==> config.mk <==
export PLATFORM = sky130hd
export DESIGN_NAME = pin_conditioner
export DESIGN_NICKNAME = d
export VERILOG_FILES = /design/src/rtl/pin_cond_pkg.sv /design/src/rtl/pin_cond_chan.sv /design/src/rtl/pin_conditioner.sv
export SDC_FILE = /design/constraint.sdc
export NUM_CORES = 1
export LEC_CHECK = 0
export ABC_AREA = 1
export BUFFER_PORTS_ARGS = -buffer_cell sky130_fd_sc_hd__buf_2
export CORE_MARGIN = 3
export CORE_UTILIZATION = 32
export DETAILED_ROUTE_END_ITERATION = 7
export GPL_TIMING_DRIVEN = 0
export PLACE_DENSITY_LB_ADDON = 0.08
export SLEW_MARGIN = 25
export SYNTH_ARGS = -nofsm -noshare
export SYNTH_HDL_FRONTEND = slang
export SYNTH_SLANG_ARGS = --single-unit
==> constraint.sdc <==
create_clock -name clk -period 1.6 [get_ports clk]
set_input_delay 0 -clock clk [delete_from_list [all_inputs] [get_ports clk]]
set_output_delay 0 -clock clk [all_outputs]
set_load 0.03 [all_outputs]
==> src/rtl/pin_cond_pkg.sv <==
// Shared defaults and helpers for the pin conditioner.
package pin_cond_pkg;

    localparam int unsigned CH_DEFAULT      = 8;
    localparam int unsigned DEB_LEN_DEFAULT = 4;

    // Debounce counter width, wide enough to hold DEB_LEN.
    function automatic int unsigned cnt_width(input int unsigned deb_len);
        return (deb_len < 1) ? 1 : $clog2(deb_len + 1);
    endfunction

endpackage

==> src/rtl/pin_cond_chan.sv <==
// One conditioned channel: 2-flop synchroniser, optional debounce, sticky edge flags.
// Debounce is built only when PIN_COND_DEBOUNCE_EN is defined.
module pin_cond_chan
    import pin_cond_pkg::*;
`ifdef PIN_COND_DEBOUNCE_EN
#(
    parameter int unsigned DEB_LEN = DEB_LEN_DEFAULT
)
`endif
(
    input  logic clk,
    input  logic rst_n,
    input  logic ena,
    input  logic pin,
    input  logic invert,
    input  logic evt_clr,
    output logic level,
    output logic rise_evt,
    output logic fall_evt
);

    logic sync1, sync2, stable, stable_nxt;
    logic rise_set, fall_set;

    always_ff @(posedge clk or negedge rst_n) begin
        if (!rst_n) begin
            sync1 <= 1'b0;
            sync2 <= 1'b0;
        end else begin
            sync1 <= pin;
            sync2 <= sync1;
        end
    end

`ifdef PIN_COND_DEBOUNCE_EN
    localparam int unsigned   CW   = cnt_width(DEB_LEN);
    localparam logic [CW-1:0] LAST = CW'(DEB_LEN - 1);

    logic [CW-1:0] cnt, cnt_nxt;

    // Any return to the stable level restarts the count, so short pulses vanish.
    always_comb begin
        cnt_nxt    = cnt;
        stable_nxt = stable;
        if (ena) begin
            if (sync2 == stable) begin
                cnt_nxt = '0;
            end else if (cnt == LAST) begin
                stable_nxt = sync2;
                cnt_nxt    = '0;
            end else begin
                cnt_nxt = cnt + 1'b1;
            end
        end
    end

    always_ff @(posedge clk or negedge rst_n) begin
        if (!rst_n) cnt <= '0;
        else        cnt <= cnt_nxt;
    end
`else
    assign stable_nxt = ena ? sync2 : stable;
`endif

    assign rise_set = ~stable &  stable_nxt;
    assign fall_set =  stable & ~stable_nxt;

    // A set landing in the same cycle as a clear wins.
    always_ff @(posedge clk or negedge rst_n) begin
        if (!rst_n) begin
            stable   <= 1'b0;
            rise_evt <= 1'b0;
            fall_evt <= 1'b0;
        end else begin
            stable   <= stable_nxt;
            rise_evt <= rise_set | (rise_evt & ~evt_clr);
            fall_evt <= fall_set | (fall_evt & ~evt_clr);
        end
    end

    assign level = stable ^ invert;

endmodule

==> src/rtl/pin_conditioner.sv <==
// Multi-channel input pin conditioner: synchronise, debounce, detect edges, raise irq.
// Debounce enabled by defining PIN_COND_DEBOUNCE_EN; otherwise plain resync with 3-edge latency.
module pin_conditioner
    import pin_cond_pkg::*;
#(
    parameter int unsigned CH      = CH_DEFAULT,
    parameter int unsigned DEB_LEN = DEB_LEN_DEFAULT
)(
    input  logic          clk,
    input  logic          rst_n,
    input  logic          ena,
    input  logic [CH-1:0] pin_in,
    input  logic [CH-1:0] invert,
    input  logic [CH-1:0] evt_clr,
    output logic [CH-1:0] pin_out,
    output logic [CH-1:0] rise_evt,
    output logic [CH-1:0] fall_evt,
    output logic          irq
);

    if (CH < 1 || CH > 32 || DEB_LEN < 1 || DEB_LEN > 255) begin : g_bad_cfg
        $error("pin_conditioner: CH or DEB_LEN out of range");
    end

    for (genvar i = 0; i < CH; i++) begin : g_chan
`ifdef PIN_COND_DEBOUNCE_EN
        pin_cond_chan #(.DEB_LEN(DEB_LEN)) u_chan (
`else
        pin_cond_chan u_chan (
`endif
            .clk      (clk),
            .rst_n    (rst_n),
            .ena      (ena),
            .pin      (pin_in[i]),
            .invert   (invert[i]),
            .evt_clr  (evt_clr[i]),
            .level    (pin_out[i]),
            .rise_evt (rise_evt[i]),
            .fall_evt (fall_evt[i])
        );
    end

    assign irq = |(rise_evt | fall_evt);

endmodule

==> flow_metrics.py <==
metrics = {
    "outcome": {
        "status": "finished, final reports clean",
    },
    "cells_and_area": {
        "drive_gt1_frac": 0.3502,
        "antenna_cells": 0,
        "areaGrowthSynthToFinish_pct": 35.96,
        "layout.nets": 263,
        "design_area_mm2": 0.002266,
    },
    "global_route": {
        "grt.total_usage": 0.1061,
        "grt_pass1_wl_um": 5099,
        "grt_antenna_before_repair": 0,
        "first_global_vias": 1177,
        "overflow": 0,
        "grt_max_degree": 41,
    },
    "sta": {
        "max-slew-margin-rel": 0.4146,
        "rsz0062_at_grt": "false",
        "skew_ns": 0.001428,
        "hold_viol_final": 0,
        "setup_viol": 0,
        "worst_slew_pin_slew_ns": 0.8781,
        "fin_tns_setup_ns": 0,
        "fin_crit_ns": 1.188,
        "slew_violations": 0,
        "period_share": 0.7425,
        "fin_ws_ns": 0.4121,
        "fmax_ghz": 0.8418,
    },
    "placed_design": {
        "numPortBuffers": 51,
        "dp_slack_ns": 0.6832,
        "hpwl_um": 2180,
        "placed_area_mm2": 0.002006,
        "gp_congestion": 0.6547,
    },
    "setup_path": {
        "cpPeakStageDelay_ns": 0.39,
        "reg2reg_slack_ns": 0.88,
        "required_ns": 1.60,
        "crit_chain": "nor2_1 -> nand2_1 -> nor2_1 -> nand2_1 -> buf_2",
        "r2r-start": "g_chan[1].u_chan.stable$_DFF_PN0_",
        "rr_worst_depth": 3,
        "critPathLaunchType": "flop",
        "path_class": "flop to primary output",
        "critical_path_arrival_ns": 1.19,
        "cpMaxStageDelayCell": "dfrtp_1",
        "cp-end-kind": "primary output",
        "worstReg2RegEnd": "g_chan[1].u_chan.rise_evt$_DFF_PN0_",
        "path_max_fanout": 3,
    },
    "worst_hold_path": {
        "min_path_cells": 3,
        "min_to": "g_chan[7].u_chan.fall_evt$_DFF_PN0_",
        "hold_start": "ena",
        "hold_path_class": "primary input to flop",
    },
    "clocking": {
        "clockBufferDepth": 2,
        "cts.sinks": 40,
        "htreeDepth": 2,
        "cts_buffers": 5,
        "postCtsResizedCells": 0,
        "cts_tree": "done",
        "clk_latency_ns": 0.27,
        "cts.clk_slew.worst_paths_ns": 0.07,
        "cts-root-buf": "clkbuf_8",
    },
    "detailed_routing": {
        "drt_first_pass_iters": 2,
        "num_vias": 1180,
        "antenna_left": 0,
        "viasPerCell": 3.882,
        "remaining_drc_errors": 0,
        "wirelength_um": 2910,
        "wl_per_cell_um": 9.572,
        "first_iter_violations": 52,
    },
    "logic_synthesis": {
        "avgSynthCellArea_um2": 10.35,
        "netlist_top_cells_area": "dfrtp_1 (60%), buf_4 (11%), inv_1 (7.2%)",
        "ys_ff_latch": 40,
        "yosys_warnings": 0,
        "post-synth-top-area-fraction": 0.6006,
        "ys_types": 11,
        "syn_area_mm2": 0.001667,
        "synth_fp_nets": 188,
        "seq_area_frac_synth": 0.6006,
        "syn_inst": 161,
        "synth_area_leader_cell": "dfrtp_1",
    },
    "die": {
        "initial_core_util": 0.3415,
        "coreArea_mm2": 0.004880,
        "rows": 25,
        "ios": 52,
        "fp.dieArea_mm2": 0.006110,
        "dieWidth_um": 78.17,
        "fp.dieH_um": 78.17,
    },
    "power": {
        "leakage_uw": 0.001204,
        "peakVddDrop_mv": 0.7028,
        "power_density_mw_per_mm2": 1020,
    },
    "run": {
        "maxCapViolations": 0,
    },
}
-- worst max-delay path, delay by kind of cell, from the launching register on --
family	cells	cell delay (ns)
DFF	1	0.39
buffers and inverters	1	0.17
and+or+nand+nor	4	0.35
-- worst max path at each step --
stage | from | end | slack [ns] | cells past startpoint
3_5_place_dp | g_chan[6].u_chan.fall_evt$_DFF_PN0_ | irq | 0.68 | 5
2_1_floorplan | g_chan[3].u_chan.rise_evt$_DFF_PN0_ | irq | 0.81 | 4
4_1_cts | g_chan[6].u_chan.fall_evt$_DFF_PN0_ | irq | 0.37 | 5
6_report | g_chan[6].u_chan.fall_evt$_DFF_PN0_ | irq | 0.41 | 5
3_3_place_gp | g_chan[6].u_chan.fall_evt$_DFF_PN0_ | irq | 0.68 | 5
5_1_grt | g_chan[6].u_chan.fall_evt$_DFF_PN0_ | irq | 0.22 | 5
-- report_power, final --
part | switching (uW) | total [uW] | internal, uW | leakage (uW)
combinational | 281 | 513 | 233 | 0.000674
clock | 306 | 658 | 351 | 0.0000455
sequential | 53.1 | 1140 | 1090 | 0.000484
-- Yosys cell counts --
cell and n:
nand3_1 8, o21a_1 8, nand2_1 13, o22ai_1 8, xor2_1 8, buf_4 25
dfrtp_1 40, o21ai_0 8, inv_1 32, nor2_1 10, buf_6 1
-- cells by family (layout without fill, tap and decap cells) --
family | Yosys count | after routing | share of synthesized area
AO/OA/AOI/OAI | 24 | 24 | 0.09009
XOR/XNOR | 8 | 8 | 0.04204
buffers and inverters | 58 | 134 | 0.1914
flip-flops | 40 | 40 | 0.6006
AND/OR/NAND/NOR | 31 | 31 | 0.07583
-- flip-flops by register name, summed over array words and instances (netlist names) --
register	cells
g_chan.u_chan.fall_evt	8
g_chan.u_chan.rise_evt	8
g_chan.u_chan.stable	8
g_chan.u_chan.sync1	8
g_chan.u_chan.sync2	8
-- routing by layer --
layer	part of all wire	global-route usage
met1	0.43	0.1237
met2	0.51	0.1858
met3	0.056	0.03096
met4	0.0052	0.03671
met5	0	0
-- cell usage in the layout (no fill, tap or decap) --
master,netlist,layout
buf_2,0,51
buf_4,25,25
buf_6,1,1
clkbuf_1,0,2
clkbuf_8,0,6
dfrtp_1,40,40
dlygate4sd3_1,0,17
inv_1,32,32
nand2_1,13,13
nand3_1,8,8
nor2_1,10,10
o21a_1,8,8
o21ai_0,8,8
o22ai_1,8,8
xor2_1,8,8
-- per-stage QoR --
stage | instances | hold slack, ns | total power (uW) | utilization
after floorplan | 161 | -0.2956 | 1500 | -
after detailed placement | 279 | 0.1097 | 1654 | 0.4110
final | 304 | 0.05835 | 2312 | 0.4644
after global routing | 304 | 0.07416 | 2456 | 0.4644
after global placement | 279 | 0.1090 | 1643 | 0.4110
after CTS | 304 | 0.04705 | 2360 | 0.4644
-- cell type report --
cell class              instances  area, um^2
plain buffers                  26       198.9
clock buffers                   8       90.09
fillers                       487        2614
inverters                      32       120.1
multi-input cells              63       346.6
flip-flops and latches         40        1001
well taps                      67       83.83
repair buffers                 68       425.4
-- what timing repair did --
action	4_1_cts	5_1_grt
hold buffers	17	0
buffers inserted	0	0
endpoints found under the hold margin	64	0
(Power assumes the default switching activity.)
